## src/rtl/dcache_bus_arb_pkg.sv

```systemverilog
// Shared definitions for the Dcache coherence bus: message encoding,
// address field widths and the line-address helper used by the arbiter.
package dcache_bus_arb_pkg;

  localparam int DCACHE_TAG_W        = 55;
  localparam int DCACHE_IDX_W        = 6;
  localparam int DCACHE_WORD_IN_BITS = 64;
  localparam int MSG_W               = 2;

  typedef enum logic [MSG_W-1:0] {
    NONE  = 2'd0,
    GET_S = 2'd1,
    GET_M = 2'd2,
    PUT_M = 2'd3
  } message_t;

  // Memory address of a cache line: tag and index above the 8-byte word offset.
  function automatic logic [63:0] line_addr(input logic [DCACHE_TAG_W-1:0] tag,
                                            input logic [DCACHE_IDX_W-1:0] idx);
    return {tag, idx, 3'b000};
  endfunction

endpackage

```

## src/rtl/dcache_bus_rr_arb.sv

```systemverilog
// Two-way round-robin arbiter. A lone requester always wins; when both
// request, the core that did not win last time gets the grant.
module dcache_bus_rr_arb
  import dcache_bus_arb_pkg::*;
(
  input  logic       clk,
  input  logic       rst,
  input  logic [1:0] req,
  input  logic       update_en,
  output logic [1:0] grant
);

  // last_grant = 1 means core 1 won last, so core 0 wins the first tie.
  logic last_grant;

  // Combinational one-hot grant from the pending requests and history.
  always_comb begin
    grant = 2'b00;
    case (req)
      2'b01:   grant = 2'b01;
      2'b10:   grant = 2'b10;
      2'b11:   grant = last_grant ? 2'b01 : 2'b10;
      default: grant = 2'b00;
    endcase
  end

  // Remember the winner whenever a grant is actually taken.
  always_ff @(posedge clk) begin
    if (rst) begin
      last_grant <= 1'b1;
    end else if (update_en && (|grant)) begin
      last_grant <= grant[1];
    end
  end

endmodule

```

## src/rtl/dcache_bus_arb.sv

```systemverilog
// Coherence bus arbiter shared by the two core Dcaches and main memory.
// Grants one request at a time, broadcasts it for snooping, sources data
// from the peer cache or memory and holds the response until acked.
// Optional watchdog: define DCACHE_BUS_WDOG_EN to enable bus_err_o.
module dcache_bus_arb
  import dcache_bus_arb_pkg::*;
#(
  parameter int WDOG_LIMIT = 255
) (
  input  logic                          clk,
  input  logic                          rst,
  input  logic [1:0]                    dc_req_en_i,
  input  logic [1:0][DCACHE_TAG_W-1:0]  dc_req_tag_i,
  input  logic [1:0][DCACHE_IDX_W-1:0]  dc_req_idx_i,
  input  logic [1:0][63:0]              dc_req_data_i,
  input  logic [1:0][MSG_W-1:0]         dc_req_msg_i,
  input  logic [1:0]                    dc_rsp_vld_i,
  input  logic [1:0][63:0]              dc_rsp_data_i,
  input  logic [1:0]                    dc_rsp_ack_i,
  output logic [1:0]                    bus_req_ack_o,
  output logic                          bus_req_id_o,
  output logic [DCACHE_TAG_W-1:0]       bus_req_tag_o,
  output logic [DCACHE_IDX_W-1:0]       bus_req_idx_o,
  output message_t                      bus_req_msg_o,
  output logic                          bus_rsp_vld_o,
  output logic                          bus_rsp_id_o,
  output logic [63:0]                   bus_rsp_data_o,
  output logic                          mem_req_en_o,
  output logic                          mem_req_wr_o,
  output logic [63:0]                   mem_req_addr_o,
  output logic [63:0]                   mem_req_data_o,
  input  logic                          mem_req_ack_i,
  input  logic                          mem_rsp_vld_i,
  input  logic [63:0]                   mem_rsp_data_i,
  output logic                          bus_err_o
);

  typedef enum logic [2:0] {
    S_IDLE, S_BCAST, S_SNOOP, S_MEM_REQ, S_MEM_WAIT, S_RSP
  } arb_state_t;

  arb_state_t  state;
  logic [1:0]  grant;
  logic [63:0] req_data;

  dcache_bus_rr_arb u_rr (
    .clk       (clk),
    .rst       (rst),
    .req       (dc_req_en_i),
    .update_en (state == S_IDLE),
    .grant     (grant)
  );

  // Writeback payload captured at grant; only meaningful for PUT_M.
  always_ff @(posedge clk) begin
    if (state == S_IDLE && (|grant)) begin
      req_data <= dc_req_data_i[grant[1]];
    end
  end

`ifdef DCACHE_BUS_WDOG_EN
  logic [7:0] wdog_cnt;
  logic       wdog_state;
  logic       wdog_leave;
  logic       wdog_hit;

  // Which states are timed, and whether the current one is being left this cycle.
  always_comb begin
    wdog_state = state inside {S_MEM_REQ, S_MEM_WAIT, S_RSP};
    wdog_leave = 1'b0;
    case (state)
      S_MEM_REQ:  wdog_leave = mem_req_ack_i;
      S_MEM_WAIT: wdog_leave = mem_rsp_vld_i;
      S_RSP:      wdog_leave = dc_rsp_ack_i[bus_rsp_id_o];
      default:    wdog_leave = 1'b0;
    endcase
  end

  assign wdog_hit = wdog_state && !wdog_leave && (wdog_cnt == 8'(WDOG_LIMIT - 1));

  // Cycles spent in the current timed state; error is sticky until reset.
  always_ff @(posedge clk) begin
    if (rst) begin
      wdog_cnt  <= 8'd0;
      bus_err_o <= 1'b0;
    end else begin
      if (!wdog_state || wdog_leave || wdog_hit) wdog_cnt <= 8'd0;
      else                                       wdog_cnt <= wdog_cnt + 8'd1;
      if (wdog_hit) bus_err_o <= 1'b1;
    end
  end
`else
  assign bus_err_o = 1'b0;
`endif

  // Transaction FSM with registered bus and memory outputs.
  always_ff @(posedge clk) begin
    if (rst) begin
      state          <= S_IDLE;
      bus_req_ack_o  <= 2'b00;
      bus_req_id_o   <= 1'b0;
      bus_req_tag_o  <= '0;
      bus_req_idx_o  <= '0;
      bus_req_msg_o  <= NONE;
      bus_rsp_vld_o  <= 1'b0;
      bus_rsp_id_o   <= 1'b0;
      bus_rsp_data_o <= '0;
      mem_req_en_o   <= 1'b0;
      mem_req_wr_o   <= 1'b0;
      mem_req_addr_o <= '0;
      mem_req_data_o <= '0;
    end else begin
      bus_req_ack_o <= 2'b00;
      case (state)
        S_IDLE: begin
          if (|grant) begin
            state         <= S_BCAST;
            bus_req_ack_o <= grant;
            bus_req_id_o  <= grant[1];
            bus_req_tag_o <= dc_req_tag_i[grant[1]];
            bus_req_idx_o <= dc_req_idx_i[grant[1]];
            bus_req_msg_o <= message_t'(dc_req_msg_i[grant[1]]);
          end
        end
        S_BCAST: begin
          bus_req_msg_o <= NONE;
          if (bus_req_msg_o == PUT_M) begin
            state          <= S_MEM_REQ;
            mem_req_en_o   <= 1'b1;
            mem_req_wr_o   <= 1'b1;
            mem_req_addr_o <= line_addr(bus_req_tag_o, bus_req_idx_o);
            mem_req_data_o <= req_data;
          end else begin
            state <= S_SNOOP;
          end
        end
        S_SNOOP: begin
          if (dc_rsp_vld_i[~bus_req_id_o]) begin
            state          <= S_RSP;
            bus_rsp_vld_o  <= 1'b1;
            bus_rsp_id_o   <= bus_req_id_o;
            bus_rsp_data_o <= dc_rsp_data_i[~bus_req_id_o];
          end else begin
            state          <= S_MEM_REQ;
            mem_req_en_o   <= 1'b1;
            mem_req_wr_o   <= 1'b0;
            mem_req_addr_o <= line_addr(bus_req_tag_o, bus_req_idx_o);
          end
        end
        S_MEM_REQ: begin
          if (mem_req_ack_i) begin
            mem_req_en_o <= 1'b0;
            mem_req_wr_o <= 1'b0;
            state        <= mem_req_wr_o ? S_IDLE : S_MEM_WAIT;
          end
        end
        S_MEM_WAIT: begin
          if (mem_rsp_vld_i) begin
            state          <= S_RSP;
            bus_rsp_vld_o  <= 1'b1;
            bus_rsp_id_o   <= bus_req_id_o;
            bus_rsp_data_o <= mem_rsp_data_i;
          end
        end
        S_RSP: begin
          if (dc_rsp_ack_i[bus_rsp_id_o]) begin
            state         <= S_IDLE;
            bus_rsp_vld_o <= 1'b0;
          end
        end
        default: state <= S_IDLE;
      endcase
`ifdef DCACHE_BUS_WDOG_EN
      if (wdog_hit) begin
        state         <= S_IDLE;
        mem_req_en_o  <= 1'b0;
        mem_req_wr_o  <= 1'b0;
        bus_rsp_vld_o <= 1'b0;
      end
`endif
    end
  end

endmodule
```

## config.mk

```make
export PLATFORM = sky130hd
export DESIGN_NAME = dcache_bus_arb
export DESIGN_NICKNAME = d
export VERILOG_FILES = /design/src/rtl/dcache_bus_arb_pkg.sv /design/src/rtl/dcache_bus_rr_arb.sv /design/src/rtl/dcache_bus_arb.sv
export SDC_FILE = /design/constraint.sdc
export NUM_CORES = 1
export LEC_CHECK = 0
export CORE_AREA = 4 4 278 280
export CTS_BUF_LIST = sky130_fd_sc_hd__clkbuf_16
export DETAILED_ROUTE_END_ITERATION = 10
export DIE_AREA = 0 0 282 284
export SLEW_MARGIN = 20
export SYNTH_ARGS = -nofsm -noshare
export SYNTH_HDL_FRONTEND = slang
export SYNTH_HIERARCHICAL = 1
export SYNTH_SLANG_ARGS = --single-unit
```

## constraint.sdc

```tcl
create_clock -name clk -period 4.2 [get_ports clk]
set_input_delay 0.63 -clock clk [delete_from_list [all_inputs] [get_ports clk]]
set_output_delay 0.63 -clock clk [all_outputs]
set_load 0.01 [all_outputs]
```

; ---- Word level (Yosys, flattened, before mapping)
; Cells that the tools add are included.
[word_totals]
regBits = 330
output_inout_bits = 263
elab_cells = 99
[classes]
order_cmp = 3
eq_ne = 16
n_mux = 45
bitwise_logic = 3
reduce_logical = 17
[ops]
columns = cell, count
row1 = $mux 64, 8
row2 = $pmux 64 s2, 2
row3 = $mux 55, 2
row4 = $mux 3, 6
row5 = $pmux 3 s6, 1
row6 = $mux 1, 14
row7 = $ne 2x2->1 const B, 7
row8 = $mux 6, 2
row9 = $reduce_and 4->1, 3
row10 = $pmux 1 s3, 3
row11 = $mux 2, 4
row12 = $eq 2x2->1 const B, 3
row13 = $eq 3x2->1 const B, 2
row14 = $eq 3x3->1 const B, 2
row15 = $lt 1x2->1 const B, 3
row16 = $pmux 2 s3, 1
row17 = $reduce_and 2->1, 3
row18 = $reduce_and 3->1, 2
row19 = $reduce_bool 2->1, 3
row20 = $reduce_bool 3->1, 2
row21 = $pmux 2 s2, 1
row22 = $eq 3x1->1 const B, 1
row23 = $logic_not 3->1, 1
row24 = $not 1->1, 3
row25 = 5 further kinds, 5

; ---- Logic depth before layout (Yosys ltp)
; Gate-level depths: netlist of the first run.
[depth]
word_depth = 6
ltp_mapped = 8

; ---- By module
; Netlist of the first run, hierarchy kept.
[modules_own_cells]
columns = mod, instances, cells_per_inst, area_each_um2, seq_area_each_um2
row1 = dcache_bus_arb, 1, 1462, 13721.9, 7166.9
row2 = dcache_bus_rr_arb, 1, 7, 61.3, 20.0

; ---- Worst setup path before layout of the first run
; OpenSTA, ideal clock, no wires.
[synth_path]
path_kind = input port to flip-flop
start = input dc_req_en_i[1]
end = register req_data[0], enable pin
setup_ns = 0.454
arrival_ns = 3.231
required_ns = 3.746
path_slack_ns = 0.515
cell_stages = 6
cell_sequence = a21boi_0 clkbuf_1 inv_1 a21boi_0 buf_2 clkbuf_1
[synth_between]
elab_chain_len = 4
[synth_rtl]
columns = item, line_no
row1 = from (decl), dcache_bus_arb.sv:12  ; input logic [1:0] dc_req_en_i,
row2 = $eq 2x2->1 / $eq 2x1->1 (equally long branches), dcache_bus_rr_arb.sv:19  ; case (req)
row3 = $pmux 2 s3 *, dcache_bus_rr_arb.sv:19
row4 = $reduce_or 2->1 *, dcache_bus_arb.sv:56  ; if (state == S_IDLE && (|grant)) begin
row5 = $logic_and 1x1->1 *, dcache_bus_arb.sv:56
row6 = to (signal assigned), dcache_bus_arb.sv:57  ; req_data <= dc_req_data_i[grant[1]];
row7 = to (decl), dcache_bus_arb.sv:44  ; logic [63:0] req_data;
; Mark *: on every way between the ends. The rest lies on a longest branch, timed or not.
; A chain may end at the register's enable or synchronous reset.

; ---- Final worst setup path of the first run
[layout_path]
start = register state[2]
end = register bus_rsp_data_o[12]
[layout_between]
elab_chain_len = 3
[layout_rtl]
columns = item, line_no
row1 = from (decl), dcache_bus_arb.sv:42  ; arb_state_t state;
row2 = from (signal assigned), dcache_bus_arb.sv:154  ; state <= mem_req_wr_o ? S_IDLE : S_MEM_WAIT;
row3 = $eq 3x2->1 / $eq 3x3->1 (equally long branches), dcache_bus_arb.sv:114  ; case (state)
row4 = $ne 2x2->1 (no line) / $reduce_bool 2->1 (equally long branches), -
row5 = $reduce_and 3->1 (no line), -
row6 = to (signal assigned), dcache_bus_arb.sv:142  ; bus_rsp_data_o <= dc_rsp_data_i[~bus_req_id_o];
row7 = to (signal assigned), dcache_bus_arb.sv:162  ; bus_rsp_data_o <= mem_rsp_data_i;
row8 = to (decl), dcache_bus_arb.sv:27  ; output logic [63:0] bus_rsp_data_o,
; Parallel ways exist; a longest one is shown, timed or not.

==> results of run 1 <==
## flip-flops by register name, indices dropped and copies added, names as in the netlist
register / count
bus_rsp_vld_o: 1
req_data: 64
bus_req_idx_o: 6
mem_req_addr_o: 61
bus_req_id_o: 1
mem_req_wr_o: 1
state: 3
mem_req_en_o: 1
bus_req_msg_o: 2
bus_req_ack_o: 2
bus_rsp_data_o: 64
u_rr/last_grant: 1
mem_req_data_o: 64
bus_rsp_id_o: 1
bus_req_tag_o: 55
## cell families (layout without fill, tap and decap cells)
group | count (synthesis) | in the layout | synth area share, %
other cells | 1 | 7 | 0.02721
mux | 195 | 195 | 14.75
compound gates | 345 | 345 | 15.39
buf+inv | 136 | 811 | 4.611
simple gates | 465 | 465 | 13.08
flops | 327 | 327 | 52.14
## area by class of cell
| type | instances | area (sq um) |
|---|---|---|
| flip-flops and latches | 327 | 7191 |
| multi-input cells | 1009 | 6048 |
| diodes | 3 | 7.507 |
| fillers | 7709 | 51410 |
| well taps | 969 | 1212 |
| clock inverters | 28 | 142.6 |
| inverters | 8 | 30.03 |
| repair buffers | 734 | 7377 |
| clock buffers | 41 | 1026 |
## path summary, 6_finish.rpt
| check | from | to | cells past startpoint |
|---|---|---|---|
| max | state[2] | bus_rsp_data_o[12] | 5 |
| max reg2reg | state[2] | bus_rsp_data_o[12] | 5 |
| min reg2reg | bus_rsp_data_o[5] | bus_rsp_data_o[5] | 2 |
| min | bus_rsp_data_o[5] | bus_rsp_data_o[5] | 2 |
## stage by stage
stage | hold slack [ns] | util, % | std cells
final | 0.4468 | 30.94 | 3119
after global routing | 0.4591 | 30.94 | 3118
after CTS | 0.4500 | 30.93 | 3116
after detailed placement | 0.4421 | 29.36 | 3047
after global placement | 0.4370 | 29.36 | 3047
after floorplan | 0.4713 | - | 1472
## cell usage in the layout (no fill, tap or decap), drive strengths merged, types with 20 or more instances in the layout
cell,instances
dfxtp,263
mux2i,130
nor2,66
a21oi,196
edfxtp,64
a211oi,62
inv,20
clkdlybuf4s50,713
clkbuf,41
o211ai,64
mux2,65
nand2,381
buf,21
## tightest hold or removal path, cell delays in order, from the launching register on
cell and delay (ns):
dfxtp_1 0.30, nand2_1 0.05, a21oi_1 0.05
## power groups by stage
stage / clock network [W] / registers [W] / logic, W
finish: 0.00314 / 0.00414 / 0.00291
floorplan: 0 / 0.00424 / 0.00132
CTS: 0.00330 / 0.00415 / 0.00298
global route: 0.00340 / 0.00421 / 0.00318
global placement: 0 / 0.00420 / 0.00296
detailed placement: 0 / 0.00421 / 0.00296
## metal layers
layer,vias to the layer above,global-route usage [%]
li1,6424,-
met1,5900,15.66
met2,424,24.19
met3,75,3.990
met4,4,3.794
met5,-,0
## synthesized netlist by cell type, types with 2 or more instances
cell type	number	area [sq um]
clkbuf_1	61	229.0
nor3_1	3	15.01
o31ai_1	3	22.52
buf_2	52	260.3
dfxtp_1	263	5265
nand2b_1	2	12.51
o21ai_0	2	10.01
o22ai_2	2	25.02
buf_6	6	67.56
or3b_1	2	17.52
nand2_1	381	1430
o2111ai_1	2	17.52
a21oi_1	196	980.9
edfxtp_1	64	1922
a211oi_1	62	465.5
mux2i_1	130	1301
nor2b_1	2	12.51
nor4_1	2	12.51
and3_1	2	12.51
inv_1	8	30.03
buf_4	4	30.03
nor2_1	65	244.0
buf_1	5	18.77
o2bb2ai_1	2	17.52
o211ai_1	64	480.5
a21boi_0	5	37.54
mux2_2	65	732.0
==> out/metrics.yaml, run 1 <==
sta:
  slew_violations: 0
  finalHoldViolCount: 0
  fmax_mhz: 363.0
  timing.slew.headroom_pct: 41.35
  setup_tns_ns: 0
  period_share_pct: 65.60
  skew_ns: 0.01767
  setup_ws_ns: 1.445
  worst_pin_slew_ns: 0.8797
  finalSetupViolations: 0
  fin_crit_ns: 2.755
  rsz0062_at_grt: "no"
yosys:
  synth_edf_count: 64
  ys_seq_area_share_pct: 52.14
  ys_warn_count: 6
  yosys.cell_types.count: 41
  ys_ff_latch: 327
  netlist_area_sq_um: 13780
  synthArstFlopShare_pct: 0
  syn-instance-count: 1469
  synth_top_flop_cell: "dfxtp_1"
  synth_area_per_cell_sq_um: 9.383
clock_tree:
  path_clk_slew_ns: 0.06
  cts_root_buf: "clkbuf_16"
  post_cts_buffers: 0
  numCtsBuffers: 39
  clock_latency_ns: 0.54
  tritoncts: "done"
  clockBufferDepth: 3
  cts-resized-gates: 0
  cts_sinks: 327
  cts_hold_buf: 0
  htreeDepth: 2
setup_path:
  critPathMaxFanout: 65
  critPathBufInv: 1
  path_delay_family: "simple AND/OR/NAND/NOR gates"
  slowest_delay_ns: 0.72
  cp_cell_sequence: "or3b_4, o22ai_4, buf_4, o211ai_1, a21oi_1"
  critical_path.endpoint_type: "flip-flop"
  crit_path_start_kind: "flip-flop"
  cp.arrival_ns: 3.23
  critical_path_class: "reg -> reg"
  slowest_stage: "or3b_4"
  timing.reg2reg.setup_slack_ns: 1.44
  required_ns: 4.67
global_route:
  grt_pass1_vias: 12698
  grt_pass1_wl_mm: 82.52
  grtUsageTotal_pct: 13.55
  overflow: 0
  antenna_found_initial: 7
  grt_max_degree: 120
floorplanning:
  initial_utilization_pct: 18.51
  fp.dieW_um: 282
  row_count: 100
  dieHeight_um: 284
  ios: 719
  coreArea_sq_um: 74450
  die_area_sq_um: 80090
power_and_ir_drop:
  netSwitchingFraction_pct: 31.31
  clockPowerShare_pct: 30.8
  seq_power_share_pct: 40.6
  pwr-share-comb_pct: 28.5
  peakVddDrop_v: 0.0002488
  power_density_nw_per_um2: 442.7
  internal-power_w: 0.007004
  p_sw_w: 0.003193
  p_total_w: 0.01020
  p_leak_nw: 7.820
run_status:
  status: "complete, no violations"
drt:
  ant_nets: 0
  wl_met1_mm: 23.26
  drtPass1Iterations: 5
  wl_met2_mm: 29.06
  dr.max_layer_used: "met5"
  finalWirelength_mm: 58.26
  post_drt_wl_per_cell_um: 18.68
  route.met3.wl_mm: 4.643
  drc_errors: 0
  vias: 12827
  via_per_inst: 4.113
  drt_iter0_drc: 574
final_layout:
  stdcell_area_sq_um: 23030
  flow.area_growth_from_synthesis_pct: 67.12
  drive_above_1_share_pct: 6.893
  fin_nets: 2575
placement:
  dp_hpwl_mm: 43.72
  placed_area_sq_um: 21860
  dp_slack_ns: 1.098
  gp_congestion: 0.8638
  port_buffers: 714
min_path:
  hp-class: "reg -> reg"
job:
  drv_cap: 0
No activity file was read; power rests on OpenSTA's default activity.
==> run 2: changes to the inputs <==
clock period = 2.85 ns   (was 4.2 ns; I/O delays follow)
==> run 2 against run 1 <==
Net effect: utilization grew 0.44 points; clock power grew 53%; critical endpoint is now bus_req_id_o; first-iteration DRC count fell by 25%; wire length up 1.0%; final cell count increased by 0.64%; sequential power increased by 47%; power is 51% higher; largest power group unchanged; design area is 1.4% higher; via count up 1.4%; setup slack worse by 0.95 ns.
==> out/metrics.yaml, run 2 (synthesis results as in run 1) <==
job:
  drv_cap: 0  # unchanged
clock_tree:
  cts_root_buf: "clkbuf_16"
  tritoncts: "done"
  post_cts_buffers: 0  # unchanged
  path_clk_slew_ns: 0.06  # about the same
  cts_hold_buf: 0  # unchanged
  clockBufferDepth: 3  # unchanged
  cts_sinks: 327  # unchanged
  clock_latency_ns: 0.57  # +0.03 ns
  numCtsBuffers: 41  # +5.1%
  htreeDepth: 2  # unchanged
  cts-resized-gates: 0  # unchanged
setup_path:
  timing.reg2reg.setup_slack_ns: 0.60  # -0.84 ns
  worst_r2r_startpoint: "state[0]"
  cp_cell_sequence: "buf_12, clkdlybuf4s50_1"
  critical_path.endpoint_type: "output pin"
  required_ns: 2.42  # -2.25 ns
  cp.arrival_ns: 1.93  # -1.30 ns
  critical_path_class: "reg -> out"
  rr_endpoint: "bus_rsp_data_o[20]"
  path_delay_family: "buffers and inverters"
  slowest_stage: "clkdlybuf4s50_1"
  critPathMaxFanout: 51  # -22%
  crit_path_start_kind: "flip-flop"
  reg2reg_depth: 5  # unchanged
  critPathBufInv: 2  # +1
  slowest_delay_ns: 0.62  # -0.10 ns
  path_depth: 2  # -3
sta:
  finalHoldViolCount: 0  # unchanged
  skew_ns: 0.02591  # +0.008237 ns
  fin_crit_ns: 2.360
  period_share_pct: 82.81
  rsz0062_at_grt: "no"
  fmax_mhz: 423.7
  finalSetupViolations: 0  # unchanged
  timing.slew.headroom_pct: 43.90  # +2.6 points
  slew_violations: 0  # unchanged
  setup_tns_ns: 0  # unchanged
  worst_pin_slew_ns: 0.8414  # -0.03829 ns
final_layout:
  drive_above_1_share_pct: 7.607  # +0.71 points
  flow.area_growth_from_synthesis_pct: 69.48
  final-seq-area_sq_um: 7191  # unchanged
  fin_nets: 2592  # +0.66%
  reg.largest.list: "bus_rsp_data_o x64, mem_req_data_o x64, req_data x64"
  layout_common_cells: "clkdlybuf4s50_1, nand2_1, dfxtp_1"
  final_cells: 3139  # +0.64%
  layout_commonest_cell: "clkdlybuf4s50_1"
  fill_cells: 7716  # +0.091%
  stdcell_area_sq_um: 23360  # +1.4%
  multi_input_area_sq_um: 6048  # unchanged
floorplanning:
  row_count: 100  # unchanged
  die_area_sq_um: 80090  # unchanged
  fp.dieW_um: 282  # unchanged
  initial_utilization_pct: 18.51  # unchanged
  ios: 719  # unchanged
  dieHeight_um: 284  # unchanged
  coreArea_sq_um: 74450  # unchanged
power_and_ir_drop:
  p_total_w: 0.01536  # +51%
  peakVddDrop_v: 0.0003789  # +52%
  p_leak_nw: 7.995  # +2.2%
  power_density_nw_per_um2: 657.6  # +49%
global_route:
  grt_max_degree: 98  # -18%
  overflow: 0  # unchanged
  grt_pass1_wl_mm: 83.70  # +1.4%
  grt_pass1_vias: 12916  # +1.7%
  antenna_found_initial: 3  # -4
  grtUsageTotal_pct: 13.75  # +0.19 points
placement:
  gp_congestion: 0.8133  # -5.8%
  port_buffers: 714  # unchanged
  place_inst: 3062  # +0.49%
  dp_hpwl_mm: 43.93  # +0.49%
  placed_area_sq_um: 22120  # +1.2%
min_path:
  holdPathStages: 2  # unchanged
  min_to: "mem_req_addr_o[12]"
  worstHoldStart: "rst"
  hp-class: "in -> reg"
run_status:
  status: "complete, no violations"
drt:
  via_per_inst: 4.142  # +0.72%
  drt_iter0_drc: 428  # -25%
  drc_errors: 0  # unchanged
  post_drt_wl_per_cell_um: 18.75  # +0.37%
  vias: 13002  # +1.4%
  drtPass1Iterations: 4  # -1
  ant_nets: 0  # unchanged
  finalWirelength_mm: 58.85  # +1.0%
## run 2: cell types whose count changed in the layout (fill, tap and decap cells not counted), sizes merged
cell	delta
clkbuf	+1
buf	+15
diode	-2
inv	+6
## run 2: final cells by class
type / instances / area share [%]
Antenna cell: 1 / 0.01071
Clock buffer: 42 / 4.499
Clock inverter: 34 / 0.7927
Inverter: 8 / 0.1285
Multi-Input combinational cell: 1009 / 25.89
Sequential cell: 327 / 30.78
Tap cell: 969 / 5.190
Timing Repair Buffer: 749 / 32.70
## run 2: metrics by stage
stage / util (%) / hold slack, ns / worst slack [ns]
6_report: 31.38 / 0.2091 / 0.4899
5_1_grt: 31.37 / 0.1884 / 0.4065
4_1_cts: 31.37 / 0.1677 / 0.4255
3_5_place_dp: 29.71 / 0.4423 / 0.2287
3_3_place_gp: 29.71 / 0.4365 / 0.2666
2_1_floorplan: - / 0.4713 / 0.4186
## run 2: worst max path at each step
| stage | to | slack, ns | from |
|---|---|---|---|
| 6_report | bus_req_id_o | 0.49 | bus_req_id_o |
| 5_1_grt | mem_req_data_o[57] | 0.41 | state[0] |
| 4_1_cts | bus_req_id_o | 0.43 | bus_req_id_o |
| 3_3_place_gp | bus_req_tag_o[35] | 0.27 | dc_req_en_i[0] |
| 2_1_floorplan | req_data[0] | 0.42 | dc_req_en_i[1] |
| 3_5_place_dp | bus_req_tag_o[41] | 0.23 | dc_req_en_i[0] |
## run 2: layer usage
metal	GRT usage, %	part of all wire [%]	vias to the layer above
li1	-	-	6455
met3	3.974	7.5	72
met1	15.94	40	6029
met4	4.021	2.4	4
met2	24.44	50	442
met5	0	0.046	-
## run 2: worst reg2reg max path: cells and delay by family, from the launching register on
| family | cells | cell delay, ns |
|---|---|---|
| and+or+nand+nor | 1 | 0.60 |
| buffers and inverters | 1 | 0.27 |
| DFF | 1 | 0.45 |
| AOI/OAI and AO/OA | 3 | 0.84 |
## run 2: power breakdown
| part | switching [W] | total [W] | internal (W) | leakage (nW) |
|---|---|---|---|---|
| sequential | 0.000494 | 0.00608 | 0.00558 | 2.75 |
| combinational | 0.00222 | 0.00448 | 0.00226 | 4.58 |
| clock | 0.00211 | 0.00480 | 0.00269 | 0.659 |
| total | 0.00483 | 0.0154 | 0.0105 | 8.00 |
==> run 3: changes to the inputs <==
CORE_AREA = 4 4 276 278   (was 4 4 278 280)
DIE_AREA = 0 0 280 282   (was 0 0 282 284)
clock period = 2.07 ns   (was 2.85 ns; I/O delays follow)
==> run 3 against run 2 <==
Net effect: critical path depth stayed put; setup slack worse by 0.38 ns; utilization up 1.1 points; largest cell class unchanged; highest routed layer is now met4; critical path type unchanged; clock skew shrank 0.0060 ns; critical endpoint unchanged.
==> out/metrics.yaml, run 3 (synthesis results as in run 1) <==
floorplanning:
  dieHeight_um: 282  # -0.70%
  initial_utilization_pct: 18.64  # +0.13 points
  coreArea_sq_um: 73950  # -0.67%
  row_count: 100  # unchanged
  fp.dieW_um: 280  # -0.71%
  die_area_sq_um: 78960  # -1.4%
  ios: 719  # unchanged
setup_path:
  critical_path.endpoint_type: "output pin"
  timing.reg2reg.setup_slack_ns: 0.20  # -0.40 ns
  critical_path_class: "reg -> out"
  critPathMaxFanout: 6  # -88%
  worst_r2r_startpoint: "state[0]"
  required_ns: 1.76  # -0.66 ns
  rr_endpoint: "bus_rsp_data_o[21]"
  reg2reg_depth: 6  # +1
  cp.arrival_ns: 1.65  # -0.28 ns
  crit_path_start_kind: "flip-flop"
sta:
  period_share_pct: 94.91
  skew_ns: 0.01990  # -0.006003 ns
  finalSetupViolations: 0  # unchanged
  timing.slew.headroom_pct: 65.75  # +22 points
  finalHoldViolCount: 0  # unchanged
  rsz0062_at_grt: "no"
  fin_crit_ns: 1.965
  slew_violations: 0  # unchanged
  setup_tns_ns: 0  # unchanged
  fmax_mhz: 509.0
  worst_pin_slew_ns: 0.5127  # -0.3288 ns
min_path:
  worstHoldStart: "rst"
  holdPathStages: 2  # unchanged
  hp-class: "in -> reg"
  min_to: "bus_req_id_o"
final_layout:
  drive_above_1_share_pct: 10.65  # +3.0 points
  reg.largest.list: "bus_rsp_data_o x64, mem_req_data_o x64, req_data x64"
  stdcell_area_sq_um: 24010  # +2.8%
  layout_commonest_cell: "clkdlybuf4s50_1"
  fin_nets: 2660  # +2.6%
  flow.area_growth_from_synthesis_pct: 74.22
  layout_common_cells: "clkdlybuf4s50_1, nand2_1, dfxtp_1"
clock_tree:
  cts_hold_buf: 0  # unchanged
  numCtsBuffers: 39  # -4.9%
  htreeDepth: 2  # unchanged
  cts_sinks: 327  # unchanged
  clockBufferDepth: 3  # unchanged
  tritoncts: "done"
  path_clk_slew_ns: 0.06  # about the same
  clock_latency_ns: 0.55  # -0.02 ns
  cts_root_buf: "clkbuf_16"
job:
  drv_cap: 0  # unchanged
run_status:
  status: "complete, no violations"
drt:
  post_drt_wl_per_cell_um: 18.66  # -0.48%
  finalWirelength_mm: 59.80  # +1.6%
  vias: 13157  # +1.2%
  drt_iter0_drc: 509  # +19%
  drtPass1Iterations: 5  # +1
  drc_errors: 0  # unchanged
  via_per_inst: 4.105  # -0.89%
  ant_nets: 0  # unchanged
placement:
  port_buffers: 714  # unchanged
  placed_area_sq_um: 22750  # +2.8%
  dp_hpwl_mm: 46.08  # +4.9%
  gp_congestion: 0.8042  # -1.1%
power_and_ir_drop:
  power_density_nw_per_um2: 898.5  # +37%
  p_leak_nw: 8.376  # +4.8%
  peakVddDrop_v: 0.0005746  # +52%
global_route:
  overflow: 0  # unchanged
  grt_max_degree: 63  # -36%
  grt_pass1_vias: 13196  # +2.2%
  grt_pass1_wl_mm: 84.39  # +0.82%
  grtUsageTotal_pct: 14.13  # +0.38 points
  antenna_found_initial: 1  # -2
==> run 3: cell count changes in the layout (fill, tap and decap cells not counted), moves of 3 or more <==
| cell | change |
|---|---|
| buf_12 | +9 |
| buf_4 | +58 |
| clkinv_2 | +3 |
| inv_1 | -5 |
| inv_2 | +3 |
| inv_6 | -3 |
==> run 3: where the power goes <==
part           switching, W  total [W]  internal (W)
Sequential         0.000694    0.00838       0.00768
Clock               0.00281    0.00644       0.00364
Combinational       0.00319    0.00675       0.00357
Total               0.00669     0.0216        0.0149
==> run 3: final cells by class <==
class,instances,area [sq um]
Clock buffer,40,1001
Sequential cell,327,7191
Fill cell,7634,49930
Tap cell,969,1212
Antenna cell,1,2.502
Timing Repair Buffer,819,8346
Inverter,8,30.03
Clock inverter,32,182.7
Multi-Input combinational cell,1009,6048
==> run 3: per-stage QoR <==
stage                     util (%)  setup slack, ns  hold WS, ns  power, W  instances
after floorplan                  -           0.1305       0.4208   0.01126       1472
after global placement       30.76          -0.1635       0.4366   0.01523       3129
after detailed placement     30.76          -0.2234       0.4423   0.01526       3129
after CTS                    32.47          0.03357       0.1483   0.02197       3204
after global routing         32.47          0.01520       0.1733   0.02279       3204
final                        32.47           0.1054       0.1937   0.02158       3205
==> run 3: critical path, stage by stage, from the launching register on <==
cell	delay, ns
dfxtp_4	0.44
buf_16	0.14
clkdlybuf4s50_1	0.53
==> run 3: per-layer routing <==
metal,vias to the layer above,track usage (%),wire length [um]
met5,-,0,0
met4,0,3.899,1390
met3,71,3.933,4224
met2,412,25.31,30370
met1,6074,16.60,23820
li1,6600,-,-
==> run 3: worst max-delay path by stage <==
stage,start,end,cells past startpoint
2_1_floorplan,dc_req_en_i[1],req_data[0],6
3_3_place_gp,dc_req_en_i[0],bus_req_tag_o[52],8
3_5_place_dp,dc_req_en_i[0],bus_req_tag_o[19],8
4_1_cts,bus_req_id_o,bus_req_id_o,2
5_1_grt,bus_req_id_o,bus_req_id_o,2
6_report,bus_req_id_o,bus_req_id_o,2
==> run 3: what timing repair did <==
action,CTS,global route
endpoints found under the setup margin,3,27
hold endpoints to repair,0,0
gates resized for setup,3,1
gates cloned,2,0
setup buffers,1,0
